==> config.mk <==
export PLATFORM = sky130hd
export DESIGN_NAME = ahb_master_burst_driver
export DESIGN_NICKNAME = d
export VERILOG_FILES = /design/src/rtl/ahb_master_burst_driver.sv
export SDC_FILE = /design/constraint.sdc
export NUM_CORES = 1
export LEC_CHECK = 0
export ABC_AREA = 1
export CAP_MARGIN = 20
export CORE_UTILIZATION = 40
export CTS_CLUSTER_DIAMETER = 200
export DETAILED_ROUTE_END_ITERATION = 10
export GPL_TIMING_DRIVEN = 0
export MAX_ROUTING_LAYER = met4
export PLACE_DENSITY = 0.75
export SLEW_MARGIN = 20
export SYNTH_ARGS = -nofsm -noshare
export SYNTH_HDL_FRONTEND = slang
export SYNTH_SLANG_ARGS = --single-unit
==> constraint.sdc <==
create_clock -name hclk -period 2.5 [get_ports hclk]
set_input_delay 0.5 -clock hclk [delete_from_list [all_inputs] [get_ports hclk]]
set_output_delay 0.5 -clock hclk [all_outputs]
set_load 0.01 [all_outputs]
==> src/rtl/ahb_master_burst_driver.sv <==
`default_nettype none
// ============================================================================
// Module      : ahb_master_burst_driver
// Description : AHB master address-phase generator. Accepts one burst request
//               at a time and drives haddr/htrans/hburst/hsize/hwrite beat by
//               beat. Computes INCR and WRAP addresses, inserts requested BUSY
//               cycles, honours hready wait states and aborts on ERROR.
// Ports       : hclk, hresetn           - clock, async active-low reset
//               req_valid/req_ready     - request handshake (ready = idle)
//               req_addr/burst/size/write/len/busy - latched burst request
//               haddr/htrans/hburst/hsize/hwrite   - AHB address phase
//               hready, hresp           - AHB transfer response
//               done, err               - one-cycle completion pulse + status
// Revision    : 1.0 - initial release
// ============================================================================
module ahb_master_burst_driver #(
    parameter int ADDR_WIDTH = 32,
    parameter int LENGTH     = 4
) (
    input  logic                   hclk,
    input  logic                   hresetn,
    input  logic                   req_valid,
    output logic                   req_ready,
    input  logic [ADDR_WIDTH-1:0]  req_addr,
    input  logic [2:0]             req_burst,
    input  logic [2:0]             req_size,
    input  logic                   req_write,
    input  logic [LENGTH:0]        req_len,
    input  logic [2**LENGTH-1:0]   req_busy,
    output logic [ADDR_WIDTH-1:0]  haddr,
    output logic [1:0]             htrans,
    output logic [2:0]             hburst,
    output logic [2:0]             hsize,
    output logic                   hwrite,
    input  logic                   hready,
    input  logic                   hresp,
    output logic                   done,
    output logic                   err
);

    localparam logic [1:0] c_trans_idle   = 2'b00;
    localparam logic [1:0] c_trans_busy   = 2'b01;
    localparam logic [1:0] c_trans_nonseq = 2'b10;
    localparam logic [1:0] c_trans_seq    = 2'b11;

    localparam logic [2:0] c_burst_single = 3'b000;
    localparam logic [2:0] c_size_byte    = 3'b000;
    localparam logic       c_write_read   = 1'b0;

    localparam logic [LENGTH:0]     c_max_beats = (LENGTH+1)'(2**LENGTH);
    localparam logic [ADDR_WIDTH-1:0] c_one     = {{(ADDR_WIDTH-1){1'b0}}, 1'b1};

    typedef enum logic [2:0] {
        ST_IDLE      = 3'd0,
        ST_ADDR      = 3'd1,
        ST_BUSY      = 3'd2,
        ST_LAST_DATA = 3'd3,
        ST_ERR       = 3'd4
    } state_t;

    state_t                  state_q,  state_d;
    logic [ADDR_WIDTH-1:0]   haddr_q,  haddr_d;
    logic [1:0]              htrans_q, htrans_d;
    logic [2:0]              hburst_q, hburst_d;
    logic [2:0]              hsize_q,  hsize_d;
    logic                    hwrite_q, hwrite_d;
    logic [LENGTH:0]         beats_q,  beats_d;   // total beats in burst
    logic [LENGTH:0]         beat_q,   beat_d;    // index of beat on the bus
    logic [2**LENGTH-1:0]    busy_q,   busy_d;
    logic                    dphase_q, dphase_d;  // a beat is in its data phase
    logic                    done_q,   done_d;
    logic                    err_q,    err_d;

    // Request decode
    logic [LENGTH:0]         w_req_beats;
    logic [ADDR_WIDTH-1:0]   w_req_incr;
    logic [ADDR_WIDTH-1:0]   w_req_aligned;

    // Next-address computation for the active burst
    logic [ADDR_WIDTH-1:0]   w_incr;
    logic [ADDR_WIDTH-1:0]   w_wrap_mask;
    logic [ADDR_WIDTH-1:0]   w_addr_inc;
    logic [ADDR_WIDTH-1:0]   w_next_addr;
    logic                    w_is_wrap;
    logic [LENGTH:0]         w_beat_next;
    logic                    w_last_beat;

    always_comb begin
        w_req_beats = c_max_beats;
        case (req_burst)
            3'b000:        w_req_beats = (LENGTH+1)'(1);
            3'b001: begin
                if (req_len == '0)
                    w_req_beats = (LENGTH+1)'(1);
                else if (req_len > c_max_beats)
                    w_req_beats = c_max_beats;
                else
                    w_req_beats = req_len;
            end
            3'b010, 3'b011: w_req_beats = (LENGTH+1)'(4);
            3'b100, 3'b101: w_req_beats = (LENGTH+1)'(8);
            default:        w_req_beats = (LENGTH+1)'(16);
        endcase
    end

    assign w_req_incr    = c_one << req_size;
    assign w_req_aligned = req_addr & ~(w_req_incr - c_one);

    // WRAP bursts have an even, non-zero hburst code.
    assign w_is_wrap   = (hburst_q != c_burst_single) && !hburst_q[0];
    assign w_incr      = c_one << hsize_q;
    assign w_wrap_mask = (ADDR_WIDTH'(beats_q) << hsize_q) - c_one;
    assign w_addr_inc  = haddr_q + w_incr;
    assign w_next_addr = w_is_wrap ? ((haddr_q & ~w_wrap_mask) | (w_addr_inc & w_wrap_mask))
                                   : w_addr_inc;

    assign w_beat_next = beat_q + (LENGTH+1)'(1);
    assign w_last_beat = (w_beat_next == beats_q);

    always_comb begin
        state_d  = state_q;
        haddr_d  = haddr_q;
        htrans_d = htrans_q;
        hburst_d = hburst_q;
        hsize_d  = hsize_q;
        hwrite_d = hwrite_q;
        beats_d  = beats_q;
        beat_d   = beat_q;
        busy_d   = busy_q;
        done_d   = 1'b0;
        err_d    = 1'b0;
        // A completed data phase retires unless a new address is accepted.
        dphase_d = hready ? 1'b0 : dphase_q;

        case (state_q)
            ST_IDLE: begin
                if (req_valid) begin
                    state_d  = ST_ADDR;
                    haddr_d  = w_req_aligned;
                    htrans_d = c_trans_nonseq;
                    hburst_d = req_burst;
                    hsize_d  = req_size;
                    hwrite_d = req_write;
                    beats_d  = w_req_beats;
                    beat_d   = '0;
                    busy_d   = req_busy;
                    dphase_d = 1'b0;
                end
            end

            ST_ADDR: begin
                if (dphase_q && hresp) begin
                    state_d  = ST_ERR;
                    htrans_d = c_trans_idle;
                end else if (hready) begin
                    dphase_d = 1'b1;
                    if (w_last_beat) begin
                        state_d  = ST_LAST_DATA;
                        htrans_d = c_trans_idle;
                    end else begin
                        beat_d  = w_beat_next;
                        haddr_d = w_next_addr;
                        // Not last, so the next index is below 2**LENGTH.
                        if (busy_q[w_beat_next[LENGTH-1:0]]) begin
                            state_d  = ST_BUSY;
                            htrans_d = c_trans_busy;
                        end else begin
                            htrans_d = c_trans_seq;
                        end
                    end
                end
            end

            ST_BUSY: begin
                if (dphase_q && hresp) begin
                    state_d  = ST_ERR;
                    htrans_d = c_trans_idle;
                end else if (hready) begin
                    state_d  = ST_ADDR;
                    htrans_d = c_trans_seq;
                end
            end

            ST_LAST_DATA: begin
                if (hresp) begin
                    state_d = ST_ERR;
                end else if (hready) begin
                    state_d = ST_IDLE;
                    done_d  = 1'b1;
                end
            end

            ST_ERR: begin
                htrans_d = c_trans_idle;
                if (hready) begin
                    state_d = ST_IDLE;
                    done_d  = 1'b1;
                    err_d   = 1'b1;
                end
            end

            default: begin
                state_d  = ST_IDLE;
                htrans_d = c_trans_idle;
            end
        endcase
    end

    always_ff @(posedge hclk or negedge hresetn) begin
        if (!hresetn) begin
            state_q  <= ST_IDLE;
            haddr_q  <= '0;
            htrans_q <= c_trans_idle;
            hburst_q <= c_burst_single;
            hsize_q  <= c_size_byte;
            hwrite_q <= c_write_read;
            beats_q  <= '0;
            beat_q   <= '0;
            busy_q   <= '0;
            dphase_q <= 1'b0;
            done_q   <= 1'b0;
            err_q    <= 1'b0;
        end else begin
            state_q  <= state_d;
            haddr_q  <= haddr_d;
            htrans_q <= htrans_d;
            hburst_q <= hburst_d;
            hsize_q  <= hsize_d;
            hwrite_q <= hwrite_d;
            beats_q  <= beats_d;
            beat_q   <= beat_d;
            busy_q   <= busy_d;
            dphase_q <= dphase_d;
            done_q   <= done_d;
            err_q    <= err_d;
        end
    end

    assign req_ready = (state_q == ST_IDLE);
    assign haddr     = haddr_q;
    assign htrans    = htrans_q;
    assign hburst    = hburst_q;
    assign hsize     = hsize_q;
    assign hwrite    = hwrite_q;
    assign done      = done_q;
    assign err       = err_q;

endmodule
`default_nettype wire
==> results of run 1 <==
[synthesized netlist by cell type, types with 5 or more instances]
library cell | instances | area share, %
nand2_1 | 330 | 22
nand3_1 | 93 | 8.4
inv_1 | 87 | 5.9
dfrtp_1 | 73 | 33
nor2_1 | 61 | 4.1
o21ai_0 | 45 | 4.0
a21oi_1 | 16 | 1.4
nor3_1 | 15 | 1.3
xor2_1 | 14 | 2.2
nand4_1 | 13 | 1.5
ha_1 | 12 | 2.7
clkbuf_1 | 10 | 0.67
xnor2_1 | 9 | 1.4
inv_2 | 8 | 0.54
o21ai_1 | 7 | 0.63
buf_2 | 6 | 0.54
nand2_2 | 6 | 0.67
o211ai_1 | 6 | 0.81
nand3b_1 | 5 | 0.67
[logic make-up after synthesis]
family                     Yosys count
AOI/OAI and AO/OA                   98
xor gates and xnor gates            24
adders and majority gates           13
buffers and inverters              116
DFF                                 73
and+or+nand+nor                    539
[worst max path at each step]
stage,start,end,slack [ps],cells after the start
3_5_place_dp,hsize[1]$_DFFE_PN0P_,flip-flop,-270,17
6_report,hsize[2]$_DFFE_PN0P_,flip-flop,70,16
4_1_cts,hsize[1]$_DFFE_PN0P_,flip-flop,3,19
5_1_grt,hsize[2]$_DFFE_PN0P_,flip-flop,-120,16
2_1_floorplan,hsize[1]$_DFFE_PN0P_,flip-flop,10,15
3_3_place_gp,hresetn,busy_q[7]$_DFFE_PN0P_,-1710,1
[cell type report]
class | instances | area (µm²)
Fill cell | 1297 | 5814
Buffer | 19 | 106.4
Tap cell | 176 | 220.2
Clock inverter | 6 | 45.04
Multi-Input combinational cell | 674 | 3516
Sequential cell | 73 | 1831
Inverter | 97 | 376.6
Clock buffer | 10 | 239.0
Timing Repair Buffer | 128 | 1252
[repair_timing]
item | CTS | global route
gates cloned | 0 | 0
buffers inserted | 2 | 17
endpoints found under the setup margin | 13 | 23
resized for setup | 9 | 67
pin swaps | 1 | 38
[routing by layer]
layer	up-vias	share of wire, %	global-route usage (%)
met4	0	2.1	8.125
met2	212	47	38.36
met5	-	0	-
li1	3069	-	-
met1	2856	44	31.94
met3	32	6.2	3.802
[critical path: cells and delay by family, from the launching register on]
family | cells | cell delay [ps]
and+or+nand+nor | 10 | 870
xor gates and xnor gates | 1 | 160
DFF | 1 | 460
AOI/OAI and AO/OA | 1 | 230
adders and majority gates | 2 | 460
buffers and inverters | 2 | 190
[per-stage QoR]
step                      power, mW  setup slack (ps)
final                         9.597             74.68
after global routing          10.44            -116.8
after CTS                     9.026             3.345
after detailed placement      7.683            -271.8
after global placement        7.599             -1713
after floorplan               5.818             10.21
[power groups by stage]
stage                     Sequential [mW]  Clock, mW  Combinational [mW]
after global placement               2.28          0                5.32
after CTS                            2.27       1.28                5.48
after floorplan                      2.25          0                3.57
after detailed placement             2.28          0                5.40
final                                2.30       1.27                6.02
after global routing                 2.38       1.34                6.72
==> impl_metrics.yaml, run 1 <==
pwr:
  p_comb_share_pct: 62.7
  switchingPower_mw: 4.819
  p_int_mw: 4.779
  irDropWorstVdd_mv: 0.6139
  power_leakage_nw: 3.734
  p_seq_share_pct: 24.0
  power.density_mw_per_mm2: 1265
  pwr-share-clk_pct: 13.2
  swShare_pct: 50.21
worst_setup_path:
  worstPathArrival_ps: 2720
  worstSetupEndpointType: "flip-flop"
  rrSetupSlack_ps: 70
  cpMaxStageDelayCell: "dfrtp_2"
  worst-setup-path-type: "flip-flop to flip-flop"
  critPathMaxFanout: 5
  critPathLaunchType: "flip-flop"
  cp.required_ps: 2790
  slowest_delay_ps: 460
  r2r-start: "hsize[2]$_DFFE_PN0P_"
  reg2regPathDepth: 16
  crit_chain: "buf_6, nor3_4, ha_2, fa_2, nand2_2, nand2_2, nand2_2, nand2_4, inv_2, o21ai_4, nand3_2, xnor2_2, nand3_1, nand2_1, nand2_1, nand2_1"
clocking:
  clkTransAtPathRegs_ps: 60
  cts_sinks: 73
  cts_max_path_buffers: 2
  cts-root-buf: "clkbuf_16"
  insertion_delay_ps: 350
  cts_tree: "done"
  cts-buffers-inserted: 9
  hold_buffers: 0
  h-tree-depth: 3
timing:
  fin_crit_ps: 2425
  skew_ps: 9.156
  max_slew_margin_pct: 58.03
  fmax_mhz: 412.3
  rsz0062_at_grt: "true"
  setup_tns_ps: 0
  slew_viol_final: 0
  setup_viol: 0
  fin_crit_sh_pct: 97.01
  holdWs_ps: 99.78
  hold_viol: 0
  tightest_slew_ps: 629.5
route:
  drtAntennaViolNets: 0
  drc: 0
  drtPass1Iterations: 5
  drtIter0Drc: 439
  wl_per_cell_um: 14.18
  via_count: 6169
  vias_per_cell: 5.215
  routed_wirelength_mm: 16.77
placement:
  post-dp-hpwl_mm: 12.43
  globalplace.congestion: 0.9417
  placed_area_mm2: 0.006887
  portBuffers: 108
  place_inst: 1148
layout:
  final_cell_mix: "313 x nand2_1, 107 x clkdlybuf4s50_1, 88 x nand3_1"
  final_common_cell: "nand2_1"
  nets: 1080
  drive_gt1_share_pct: 12.91
  fin_util_pct: 56.61
  syn_to_final_growth_pct: 36.25
  finalNonFillerCells: 1183
  num_antenna_cells: 0
  final_cell_area_mm2: 0.007586
floorplanning:
  die_h_um: 120.0
  die_x_um: 120.0
  core_mm2: 0.01340
  die_area_mm2: 0.01440
  rows: 42
  io_pins: 109
  start_util_pct: 41.55
synthesis:
  synth_top_family_by_area: "simple AND/OR/NAND/NOR gates"
  synth-edff-count: 0
  synth_xor_area_share_pct: 3.910
  synth-adder-area-share_pct: 3.056
  syn_nets: 941
  ys_types: 48
  syn_area_per_cell_um2: 6.452
  async_flop_share_pct: 100.0
  ys_seq_area_share_pct: 32.81
  synth_compound_area_share_pct: 10.27
  synthMuxAreaShare_pct: 0
  ys_seq_elements: 73
  yosys.area_share.simple_pct: 41.69
  syn_area_mm2: 0.005568
  yosysWarningCount: 0
  ys.flop_type: "dfrtp_1"
  synthCells: 863
global_route:
  gr-total-overflow: 0
  grt_max_degree: 40
  grt_antenna_before_repair: 0
  grt_pass1_vias: 5559
  grt.total_usage_pct: 24.39
  grt_pass1_wl_mm: 26.97
min_path:
  hold_path.class: "input port to asynchronous set/reset pin"
flow_run:
  max-cap-violations: 0
run_status:
  status: "finished clean"
No activity file was read; power rests on OpenSTA's default activity.
==> run 2: changes to the inputs <==
--- a/config.mk
+++ b/config.mk
@@ -10,6 +10,7 @@
 export CORE_UTILIZATION = 40
 export CTS_CLUSTER_DIAMETER = 200
 export DETAILED_ROUTE_END_ITERATION = 10
+export GPL_ROUTABILITY_DRIVEN = 0
 export GPL_TIMING_DRIVEN = 0
 export MAX_ROUTING_LAYER = met4
 export PLACE_DENSITY = 0.75
==> constraint.sdc (replaced) <==
create_clock -name hclk -period 2.5 [get_ports hclk]
set_input_delay 0.625 -clock hclk [delete_from_list [all_inputs] [get_ports hclk]]
set_output_delay 0.625 -clock hclk [all_outputs]
set_load 0.01 [all_outputs]
==> impl_metrics.yaml, run 2 (same netlist as run 1, synthesis figures left out) <==
run_status:
  status: "finished clean"
pwr:
  power_leakage_nw: 3.737
  swShare_pct: 49.57
  fin_total_pwr_mw: 9.745
  power.density_mw_per_mm2: 1293
  p_seq_share_pct: 23.7
  p_int_mw: 4.914
  pwr-share-clk_pct: 14.2
  switchingPower_mw: 4.831
  irDropWorstVdd_mv: 0.5947
  p_comb_share_pct: 62.2
timing:
  setup_tns_ps: 0
  holdWs_ps: 221.1
  max_slew_margin_pct: 58.06
  slew_viol_final: 0
  fin_crit_sh_pct: 98.48
  setup_viol: 0
  skew_ps: 9.168
  fin_ws_ps: 38.05
  rsz0062_at_grt: "true"
  hold_viol: 0
  fin_crit_ps: 2462
  tightest_slew_ps: 629.1
  fmax_mhz: 406.2
worst_setup_path:
  reg2regPathDepth: 16
  critPathBufInv: 2
  worst-setup-path-type: "flip-flop to flip-flop"
  critPathLaunchType: "flip-flop"
  startpoint: "hsize[0]$_DFFE_PN0P_"
  worstSetupEndpointType: "flip-flop"
  cpMostUsedCell: "nand2_1"
  rrSetupSlack_ps: 40
  cp.required_ps: 2750
  crit_family: "simple AND/OR/NAND/NOR gates"
  r2r-start: "hsize[0]$_DFFE_PN0P_"
  crit_cells: 16
  cpMaxStageDelayCell: "dfrtp_1"
  critPathMaxFanout: 6
  slowest_delay_ps: 430
  worstPathArrival_ps: 2710
  crit_chain: "buf_6, nor3_2, ha_1, nand2_1, inv_1, nand3_1, nand2_1, nand2_1, nand2_2, nand2_1, nor2_1, or2_2, nand3_1, nand2_1, nand2_1, nand2_1"
clocking:
  cts_tree: "done"
  cts_sinks: 73
  clkTransAtPathRegs_ps: 60
  cts-buffers-inserted: 9
  cts_max_path_buffers: 2
  cts-root-buf: "clkbuf_16"
  insertion_delay_ps: 360
  h-tree-depth: 3
route:
  drtIter0Drc: 502
  vias_per_cell: 5.172
  drtAntennaViolNets: 0
  drc: 0
  drtPass1Iterations: 7
  routed_wirelength_mm: 16.66
  via_count: 6119
  wl_per_cell_um: 14.08
flow_run:
  max-cap-violations: 0
global_route:
  grt_pass1_vias: 5671
  grt_antenna_before_repair: 0
  grt_max_degree: 39
  gr-total-overflow: 0
  grt_pass1_wl_mm: 27.10
  grt.total_usage_pct: 24.58
floorplanning:
  die_x_um: 120.0
  rows: 42
  core_mm2: 0.01340
  die_h_um: 120.0
  die_area_mm2: 0.01440
  io_pins: 109
  start_util_pct: 41.55
layout:
  num_antenna_cells: 0
  finalNonFillerCells: 1183
  drive_gt1_share_pct: 11.42
  final_cell_mix: "323 x nand2_1, 107 x clkdlybuf4s50_1, 86 x nand3_1"
  final_common_cell: "nand2_1"
  seqCellArea_mm2: 0.001828
  syn_to_final_growth_pct: 35.37
  nets: 1080
  multiInputGateArea_mm2: 0.003451
  fill_cells: 1261
placement:
  post-dp-hpwl_mm: 12.46
  place_inst: 1148
  dpl_worst_slack_ps: -251.8
  portBuffers: 108
min_path:
  hold_path.class: "input port to asynchronous set/reset pin"
==> run 2: power by group through the flow <==
stage	registers, mW	clock network [mW]	logic [mW]
after floorplan	2.25	0	3.57
after global placement	2.28	0	5.31
after detailed placement	2.29	0	5.41
after CTS	2.28	1.41	5.45
after global routing	2.38	1.45	6.76
final	2.31	1.38	6.06
==> run 2: worst min path at each step <==
stage,startpoint,to,slack (ps),depth (start not counted)
6_report,hresetn,asynchronous set/reset pin,220,1
5_1_grt,hresetn,asynchronous set/reset pin,270,1
4_1_cts,hresetn,asynchronous set/reset pin,240,1
3_5_place_dp,busy_q[5]$_DFFE_PN0P_,busy_q[5]$_DFFE_PN0P_,470,2
3_3_place_gp,busy_q[11]$_DFFE_PN0P_,busy_q[11]$_DFFE_PN0P_,460,2
2_1_floorplan,hresetn,asynchronous set/reset pin,330,0
==> run 2: area by class of cell <==
type	count	share of cell area (%)
Buffer	19	1.461
Multi-Input combinational cell	674	45.78
Tap cell	176	2.922
Clock buffer	10	3.171
Timing Repair Buffer	128	16.52
Sequential cell	73	24.25
Clock inverter	6	0.9628
Inverter	97	4.930
==> run 2: repair_timing <==
action	in CTS	in global routing
hold buffers	0	0
pin swaps	2	26
setup buffers	1	18
resized for setup	8	46
endpoints found under the setup margin	13	24
==> run 2: per-layer routing <==
metal | GRT usage [%] | up-vias | wire, µm
li1 | - | 3079 | -
met1 | 31.66 | 2795 | 7319
met2 | 37.82 | 209 | 7783
met3 | 4.848 | 36 | 1145
met4 | 9.766 | 0 | 408
met5 | - | - | 0
==> run 2: stage by stage <==
step                utilization, %  instance area [µm²]
floorplan                        -                 5568
CTS                          53.97                 7232
finish                       56.25                 7537
global placement             51.26                 6869
detailed placement           51.39                 6887
global route                 56.25                 7537
